### src/rtl/corr_pkg.sv
// corr_pkg: frame geometry shared by the peak finder and the upstream correlator,
// plus the peak finder FSM encoding.
package corr_pkg;
  localparam int NLAGS = 5;
  localparam int LAG_W = 2;
  localparam int IDX_W = $clog2(NLAGS);
  typedef enum logic [1:0] {IDLE, SCAN, DONE} state_t;
endpackage

### src/rtl/corr_sym_check.sv
// corr_sym_check: flags a lag that differs from its mirror lag; only the lower half
// of the frame is compared since the upper half mirrors it.
module corr_sym_check
  import corr_pkg::*;
#(
  parameter int NLAGS = corr_pkg::NLAGS,
  parameter int LAG_W = corr_pkg::LAG_W,
  localparam int IDX_W = $clog2(NLAGS)
) (
  input  logic [NLAGS*LAG_W-1:0] lags_i,
  input  logic [IDX_W-1:0]       idx_i,
  output logic                   mis_o
);
  logic [IDX_W-1:0] mir;
  logic [LAG_W-1:0] a, b;
  assign mir = IDX_W'(NLAGS - 1) - idx_i;
  assign a = LAG_W'(lags_i >> (LAG_W * int'(idx_i)));
  assign b = LAG_W'(lags_i >> (LAG_W * int'(mir)));
  assign mis_o = (idx_i < IDX_W'(NLAGS / 2)) && (a != b);
endmodule

### src/rtl/corr_peak_finder.sv
// corr_peak_finder: serial one-lag-per-cycle peak search over an autocorrelation frame.
// Symmetry flag is built only when CORR_SYM_CHECK_EN is defined; otherwise out_sym is 0.
module corr_peak_finder
  import corr_pkg::*;
#(
  parameter int NLAGS = corr_pkg::NLAGS,
  parameter int LAG_W = corr_pkg::LAG_W,
  localparam int IDX_W = $clog2(NLAGS)
) (
  input  logic                   clk,
  input  logic                   rst_n,
  input  logic                   in_valid,
  input  logic [NLAGS*LAG_W-1:0] in_lags,
  output logic                   in_ready,
  output logic                   out_valid,
  output logic [LAG_W-1:0]       out_peak,
  output logic [IDX_W-1:0]       out_index,
  output logic                   out_sym,
  output logic [3:0]             drop_cnt
);
  state_t                 state_q, state_d;
  logic [NLAGS*LAG_W-1:0] lags_q, lags_d;
  logic [IDX_W-1:0]       idx_q, idx_d, maxi_q, maxi_d, index_q;
  logic [LAG_W-1:0]       max_q, max_d, peak_q, lag_cur;
  logic [3:0]             drop_q, drop_d;
  logic                   valid_q, last;
  assign lag_cur = LAG_W'(lags_q >> (LAG_W * int'(idx_q)));
  assign last = idx_q == IDX_W'(NLAGS - 1);
  assign in_ready = state_q == IDLE;
  assign out_valid = valid_q;
  assign out_peak = peak_q;
  assign out_index = index_q;
  assign drop_cnt = drop_q;
  assign drop_d = (in_valid && (state_q == SCAN || state_q == DONE) && drop_q != 4'hf) ? drop_q + 4'd1 : drop_q;
  always_comb begin
    state_d = state_q;
    lags_d = lags_q;
    idx_d = idx_q;
    max_d = max_q;
    maxi_d = maxi_q;
    case (state_q)
      IDLE: if (in_valid) begin
        state_d = SCAN;
        lags_d = in_lags;
        idx_d = '0;
        max_d = '0;
        maxi_d = '0;
      end
      SCAN: begin
        // strict compare keeps the lowest index on ties
        max_d = (lag_cur > max_q) ? lag_cur : max_q;
        maxi_d = (lag_cur > max_q) ? idx_q : maxi_q;
        idx_d = last ? '0 : idx_q + 1'b1;
        state_d = last ? DONE : SCAN;
      end
      DONE: state_d = IDLE;
      default: state_d = IDLE;
    endcase
  end
  always_ff @(posedge clk) begin
    if (!rst_n) begin
      state_q <= IDLE;
      lags_q <= '0;
      idx_q <= '0;
      max_q <= '0;
      maxi_q <= '0;
      valid_q <= 1'b0;
      peak_q <= '0;
      index_q <= '0;
      drop_q <= '0;
    end else begin
      state_q <= state_d;
      lags_q <= lags_d;
      idx_q <= idx_d;
      max_q <= max_d;
      maxi_q <= maxi_d;
      valid_q <= state_q == DONE;
      peak_q <= (state_q == DONE) ? max_q : peak_q;
      index_q <= (state_q == DONE) ? maxi_q : index_q;
      drop_q <= drop_d;
    end
  end
`ifdef CORR_SYM_CHECK_EN
  logic sym_run_q, sym_q, mis;
  corr_sym_check #(.NLAGS(NLAGS), .LAG_W(LAG_W)) u_sym (
    .lags_i(lags_q),
    .idx_i (idx_q),
    .mis_o (mis)
  );
  always_ff @(posedge clk) begin
    if (!rst_n) begin
      sym_run_q <= 1'b0;
      sym_q <= 1'b0;
    end else begin
      sym_run_q <= (state_q == IDLE && in_valid) ? 1'b1 : (state_q == SCAN && mis) ? 1'b0 : sym_run_q;
      sym_q <= (state_q == DONE) ? sym_run_q : sym_q;
    end
  end
  assign out_sym = sym_q;
`else
  assign out_sym = 1'b0;
`endif
endmodule

### config.mk
export PLATFORM = sky130hd
export DESIGN_NAME = corr_peak_finder
export DESIGN_NICKNAME = d
export VERILOG_FILES = /design/src/rtl/corr_pkg.sv /design/src/rtl/corr_sym_check.sv /design/src/rtl/corr_peak_finder.sv
export SDC_FILE = /design/constraint.sdc
export NUM_CORES = 1
export LEC_CHECK = 0
export ABC_AREA = 1
export BUFFER_PORTS_ARGS = -buffer_cell sky130_fd_sc_hd__clkbuf_2
export CORE_ASPECT_RATIO = 0.5
export CORE_MARGIN = 2
export CORE_UTILIZATION = 49
export CTS_BUF_LIST = sky130_fd_sc_hd__clkbuf_4 sky130_fd_sc_hd__clkbuf_8
export DETAILED_ROUTE_END_ITERATION = 10
export PLACE_DENSITY = 0.77
export SYNTH_ARGS = -nofsm -noshare
export SYNTH_HDL_FRONTEND = slang
export SYNTH_HIERARCHICAL = 1
export SYNTH_SLANG_ARGS = --single-unit
### constraint.sdc
create_clock -name clk -period 1.65 [get_ports clk]
set_input_delay 0.2475 -clock clk [delete_from_list [all_inputs] [get_ports clk]]
set_output_delay 0.2475 -clock clk [all_outputs]
set_load 0.005 [all_outputs]
==> run_results.csv, run 1 <==
group,metric,value,unit
run_status,outcome,"finished, violations left",
run_status,failed_checks,"setup timing",
logic_synthesis,synth.top_cells.by_area,"dfxtp_1 (44%), nand2_1 (10%), nor2_1 (9.5%)",
sta,finalHoldViolCount,0,
job,drv_cap,0,
die,die_area,0.003283,sq mm
sta,hold_slack,0.2105,ns
sta,max_freq,599.4,MHz
global_routing,number_of_global_route_vias_before_repair,1264,
clock_network,cts_tree,"built",
logic_synthesis,synth.yosys.seq_area_share,0.4352,
finish,fin_nets,245,
logic_synthesis,yosysTopAreaCell,"dfxtp_1",
global_routing,first_pass_grt_wire_length,5561,um
route,drt_wl_total,3693,um
route,mean_routed_wirelength_per_cell,14.10,um
logic_synthesis,synth.yosys.warnings,6,
finish,n_antenna_cell,0,
logic_synthesis,synth_flop_cell,"dfxtp_1",
global_routing,globalRouteOverflowTotal,0,
finish,drive_above_1_share,0.3911,
die,pin_count,25,
logic_synthesis,synth_edf_count,0,
worst_setup_path,critPathKind,"reg -> reg",
finish,fin_util,0.6975,
worst_setup_path,worstSetupEndpointType,"register",
pwr,power_per_cell_area,971.8,mW/mm^2
logic_synthesis,post_synthesis_cell_area,0.001380,sq mm
finish,layout.cell_area.non_filler,0.001838,sq mm
worst_setup_path,slowest_delay,0.40,ns
place,replace_congestion,0.8542,
sta,postLayoutSetupSlackWorst,-0.01847,ns
die,core.rowCount,13,
logic_synthesis,synth_async_sr_flop_share,0,
logic_synthesis,synth_most_common_cell,"nand2_1",
clock_network,ctsRootBufferMaster,"clkbuf_8",
sta,rsz_0062_raised_after_global_routing,"true",
sta,number_of_pins_exceeding_their_max_slew_limit_in_the_final_report,0,
worst_setup_path,critical_path_peak_fanout,6,
die,die_h,41.53,um
global_routing,global_route.usage.total,0.2242,
logic_synthesis,ys_types,24,
worst_setup_path,critPathBufInv,2,
route,drt-pass1-iter-count,4,
clock_network,clock_pin_slew_reported_for_the_worst_setup_and_hold_paths_after_clock_tree_synthesis,0.07,ns
clock_network,clock_latency_at_the_later_pin_of_the_worst_skew_pair,0.28,ns
global_routing,grt_antenna_before_repair,0,
die,initial_utilization,0.5237,
pwr,totalPowerFinal,1.786,mW
clock_network,cts_max_path_buffers,2,
route,drt-vias-per-instance,5.267,
pwr,total_leakage_power,0.8437,nW
logic_synthesis,synth_commonest_cells,"nand2_1 (37), nor2_1 (35), dfxtp_1 (30), o21ai_0 (19), inv_1 (17)",
worst_setup_path,critical-path-slowest-cell,"dfxtp_4",
logic_synthesis,synth_largest_type_area_fraction,0.4352,
worst_setup_path,worst-endpoint-arrival,1.89,ns
finish,layout-area-overhead-vs-synth,33.18,%
pwr,power.ir.vdd_worst,0.4424,mV
route,remaining_drc_errors,0,
place,dpl-instance-area,0.001583,sq mm
sta,timing.final.setup_violations,2,
clock_network,cts_buffers,5,
place,detailed_place_hpwl,2201,um
worst_setup_path,required,1.87,ns
worst_setup_path,timing.critical_path.cells,"inv_6, buf_6, nand4_1, nand2_2, ha_4, nand2_2, nand2_2, nand2_4, nor2_8, nand2_1, a21oi_2",
global_routing,grt_start_max_net_pins,23,
worst_setup_path,critical-path-top-delay-family,"simple AND/OR/NAND/NOR gates",
min_path,min-delay-path-class,"in -> reg",
die,fp.coreArea,0.002635,sq mm
clock_network,clock_tree.htree_level_count,2,
route,antenna_violating_nets_post_route,0,
sta,timing.clock.skew,0.01049,ns
place,place_ws,-0.1078,ns
logic_synthesis,synth_seq_cells,30,
place,buffer_ports.inserted,23,
finish,fill_cells,199,
route,route.vias.total,1380,
logic_synthesis,syn-instance-count,188,
die,floorplan.die.width,79.06,um
sta,min_period,1.668,ns
clock_network,clock_sinks,30,
worst_setup_path,path_common_cell,"nand2_2",
sta,final_min_period_over_clock_period,1.011,
logic_synthesis,syn_area_per_cell,7.341,sq um
logic_synthesis,synth_nets,209,
route,initial_drc_count,76,
worst_setup_path,start_kind,"register",
-- power breakdown --
part | internal [mW] | switching, mW | leakage (nW)
registers | 0.761 | 0.0320 | 0.246
clock network | 0.352 | 0.277 | 0.0517
logic | 0.146 | 0.218 | 0.546
-- worst paths after layout --
check / from / to / slack, ns / cells after the start
setup reg to reg: idx_q[0] / maxi_q[1] / -0.02 / 11
hold reg to reg: maxi_q[2] / maxi_q[2] / 0.49 / 2
hold / removal: in_lags[6] / lags_q[6] / 0.21 / 3
setup / recovery: idx_q[0] / maxi_q[1] / -0.02 / 11
-- logic make-up after synthesis --
kind of cell / count (synthesis) / share of synthesized area
simple gates: 89 / 0.2829
compound gates: 34 / 0.1324
flops: 30 / 0.4352
buf+inv: 26 / 0.07434
fa+ha+maj: 8 / 0.07253
other cells: 1 / 0.002717
-- per-layer routing --
layer,routed length [um],global-route usage,vias up,share of wire
met5,0,0,-,0
met4,46,0.1034,0,0.012
li1,-,-,666,-
met2,1856,0.3610,46,0.50
met1,1598,0.2787,663,0.43
met3,192,0.06739,5,0.052
-- worst register-to-register path, cell delays in order (launching register included) --
cell,delay [ns]
dfxtp_4,0.40
inv_6,0.06
buf_6,0.11
nand4_1,0.07
nand2_2,0.09
ha_4,0.29
nand2_2,0.06
nand2_2,0.08
nand2_4,0.08
nor2_8,0.13
nand2_1,0.11
a21oi_2,0.14
-- stage by stage --
stage	cells	TNS, ns
after CTS	261	-0.05514
after global routing	262	-0.2912
after floorplan	188	0
after detailed placement	252	-0.4323
final	262	-0.03343
after global placement	252	-0.01350
-- repair_timing --
| item | in CTS | in global routing |
|---|---|---|
| setup endpoints to repair | 5 | 7 |
| pin swaps | 7 | 16 |
| gates resized for setup | 11 | 31 |
| hold buffers | 0 | 0 |
| gates cloned | 0 | 0 |
| buffers inserted | 1 | 1 |
-- layout make-up --
cell class / instances / area [sq um] / area share
multi-input combinational: 132 / 809.5 / 0.4404
inverter: 22 / 87.58 / 0.04765
tap: 37 / 46.29 / 0.02519
clock buffer: 7 / 90.09 / 0.04901
sequential: 30 / 605.6 / 0.3295
clock inverter: 1 / 5.005 / 0.002723
timing repair buffer: 33 / 193.9 / 0.1055
-- placed cells by master (no fill, tap or decap), types with 6 or more instances in the layout --
| cell | netlist | layout |
|---|---|---|
| nor2_1 | 35 | 34 |
| dfxtp_1 | 30 | 28 |
| clkbuf_2 | 1 | 23 |
| nand2_1 | 37 | 22 |
| o21ai_0 | 19 | 19 |
| inv_1 | 17 | 14 |
| nand2_2 | 3 | 14 |
| buf_4 | 1 | 9 |
| inv_2 | 4 | 6 |
| nand3_2 | 0 | 6 |
| a21oi_1 | 10 | 6 |
| clkbuf_8 | 0 | 6 |
-- state kept, by name, indices dropped and copies added (netlist names) --
| register | count |
|---|---|
| state_q | 2 |
| lags_q | 10 |
| drop_cnt | 4 |
| out_valid | 1 |
| out_index | 3 |
| maxi_q | 3 |
| max_q | 2 |
| idx_q | 3 |
| out_peak | 2 |
Power figures use the tool's default switching activity.
==> inputs of run 2 (changes only) <==
--- a/config.mk
+++ b/config.mk
@@ -12,7 +12,7 @@
 export CORE_UTILIZATION = 49
 export CTS_BUF_LIST = sky130_fd_sc_hd__clkbuf_4 sky130_fd_sc_hd__clkbuf_8
 export DETAILED_ROUTE_END_ITERATION = 10
-export PLACE_DENSITY = 0.77
+export PLACE_DENSITY_LB_ADDON = 0.05
 export SYNTH_ARGS = -nofsm -noshare
 export SYNTH_HDL_FRONTEND = slang
 export SYNTH_HIERARCHICAL = 1
==> run_results.csv, run 2 (synthesis results as in run 1) <==
group,metric,value,unit
die,die_area,0.003283,sq mm
finish,layout_common_cells,"nor2_1 (35), dfxtp_1 (28), nand2_1 (25), clkbuf_2 (23), o21ai_0 (19)",
route,mean_routed_wirelength_per_cell,11.70,um
job,drv_cap,0,
min_path,number_of_cells_on_the_worst_hold_path,3,
clock_network,clock_tree.htree_level_count,2,
finish,mostFrequentLayoutCell,"nor2_1",
worst_setup_path,path_common_cell,"nand2_2",
worst_setup_path,required,1.85,ns
worst_setup_path,worst-endpoint-arrival,1.79,ns
route,drt-vias-per-instance,4.894,
worst_setup_path,critPathBufInv,2,
die,floorplan.die.width,79.06,um
worst_setup_path,crit_start,"idx_q[0]",
global_routing,globalRouteOverflowTotal,0,
pwr,total_leakage_power,0.8557,nW
pwr,power.ir.vdd_worst,0.5670,mV
clock_network,ctsRootBufferMaster,"clkbuf_8",
place,place_ws,-0.08142,ns
worst_setup_path,critical-path-slowest-cell,"dfxtp_4",
die,initial_utilization,0.5237,
worst_setup_path,critical_path_depth,13,
finish,fin_util,0.6980,
global_routing,grt_start_max_net_pins,23,
worst_setup_path,critPathKind,"reg -> reg",
worst_setup_path,start_kind,"register",
route,drt_wl_total,3100,um
sta,hold_slack,0.2228,ns
route,remaining_drc_errors,0,
run_status,outcome,"finished clean",
clock_network,cts_max_path_buffers,2,
worst_setup_path,worstSetupEndpointType,"register",
sta,number_of_pins_exceeding_their_max_slew_limit_in_the_final_report,0,
sta,rsz_0062_raised_after_global_routing,"true",
finish,n_antenna_cell,0,
sta,postLayoutSetupSlackWorst,0.05300,ns
finish,ff_latch_area,608.1,sq um
global_routing,grt_use_met2,0.3322,
worst_setup_path,timing.critical_path.cells,"inv_6, nand2_2, nand3_2, nand3_2, nand2_2, inv_2, ha_4, nand2_2, nand2_4, nand2_4, nand2_4, nand2_2, a21oi_2",
pwr,power_frac_seq,0.460,
die,core.rowCount,13,
place,replace_congestion,0.7820,
global_routing,grt_antenna_before_repair,0,
sta,min_period,1.597,ns
min_path,hold_start,"in_lags[9]",
finish,multi_input_gate_area,775.7,sq um
pwr,combPwrFrac,0.213,
clock_network,clock_pin_slew_reported_for_the_worst_setup_and_hold_paths_after_clock_tree_synthesis,0.06,ns
sta,timing.final.setup_violations,0,
pwr,power_per_cell_area,932.5,mW/mm^2
sta,final.setup.tns,0,ns
route,initial_drc_count,38,
clock_network,clock_latency_at_the_later_pin_of_the_worst_skew_pair,0.27,ns
worst_setup_path,reg2reg_to,"max_q[1]",
place,detailed_place_hpwl,2130,um
global_routing,first_pass_grt_wire_length,5195,um
pwr,net-switching-power,473.7,uW
sta,timing.clock.skew,0.004762,ns
finish,drive_above_1_share,0.3553,
worst_setup_path,worst_r2r_path_depth,13,
worst_setup_path,critical_path_peak_fanout,7,
pwr,switching_share,0.2762,
die,die_h,41.53,um
finish,fin_nets,250,
route,antenna_violating_nets_post_route,0,
global_routing,grtUsageMet1,0.2599,
clock_network,cts_tree,"built",
worst_setup_path,critical-path-top-delay-family,"simple AND/OR/NAND/NOR gates",
clock_network,hold_buffer_count_at_cts,0,
worst_setup_path,r2r-start,"idx_q[0]",
finish,largest_register,"lags_q",
global_routing,globalRoute.busiestLayer,"met2",
place,buffer_ports.inserted,23,
pwr,p_int,1.241,mW
min_path,min-delay-path-class,"in -> reg",
clock_network,cts_buffers,5,
worst_setup_path,slowest_delay,0.37,ns
finish,largest_register_ffs,10,
global_routing,globalRouteMet3Util,0.07174,
route,route.vias.total,1297,
finish,fill_cells,230,
die,fp.coreArea,0.002635,sq mm
worst_setup_path,reg2reg_setup_slack,0.05,ns
sta,final_min_period_over_clock_period,0.9679,
die,pin_count,25,
worst_setup_path,critPathCapture,"max_q[1]",
clock_network,clock_sinks,30,
sta,max_freq,626.2,MHz
pwr,clockPowerShare,0.328,
global_routing,global_route.usage.total,0.2037,
global_routing,number_of_global_route_vias_before_repair,1203,
route,drt-pass1-iter-count,4,
finish,layout-area-overhead-vs-synth,33.27,%
sta,finalHoldViolCount,0,
-- run 2: cell types whose count changed in the layout (fill, tap and decap cells not counted), sizes merged --
cell	change
buf	+5
clkbuf	-1
clkinv	-1
-- run 2: area by class of cell --
class                   instances  share of cell area
flip-flops and latches         30              0.3306
clock buffers                   6             0.04490
repair buffers                 38              0.1299
multi-input cells             132              0.4218
well taps                      37             0.02517
inverters                      22             0.04762
-- run 2: power by group through the flow --
stage	logic (mW)	registers (mW)	clock network (mW)
floorplan	0.185	0.797	0
global placement	0.262	0.801	0
detailed placement	0.267	0.801	0
CTS	0.312	0.787	0.581
global route	0.409	0.794	0.608
finish	0.365	0.788	0.562
-- run 2: how the worst min path moves through the flow --
stage                     end  slack, ns
floorplan            idx_q[0]       0.41
global placement    maxi_q[0]       0.46
detailed placement  maxi_q[2]       0.47
CTS                 lags_q[1]       0.22
global route        lags_q[7]       0.23
finish              lags_q[9]       0.22
-- run 2: through the flow --
step                std cells  area [sq um]  total power, mW
finish                    265          1839            1.715
CTS                       265          1747            1.680
floorplan                 188          1381           0.9825
detailed placement        253          1590            1.068
global placement          253          1590            1.063
global route              265          1839            1.811
-- run 2: repair_timing --
item	CTS	global route
gates resized for setup	8	25
setup endpoints to repair	5	5
setup buffers	6	1
pin swaps	5	13
-- run 2: routing by layer --
| metal | vias to the layer above | part of all wire |
|---|---|---|
| met1 | 579 | 0.48 |
| met3 | 2 | 0.064 |
| met5 | - | 0 |
| li1 | 680 | - |
| met4 | 0 | 0.0032 |
| met2 | 36 | 0.45 |
-- run 2: worst min-delay path, delay by kind of cell --
kind / cells / cell delay (ns)
buf+inv: 1 / 0.07
compound gates: 1 / 0.07
simple gates: 1 / 0.07
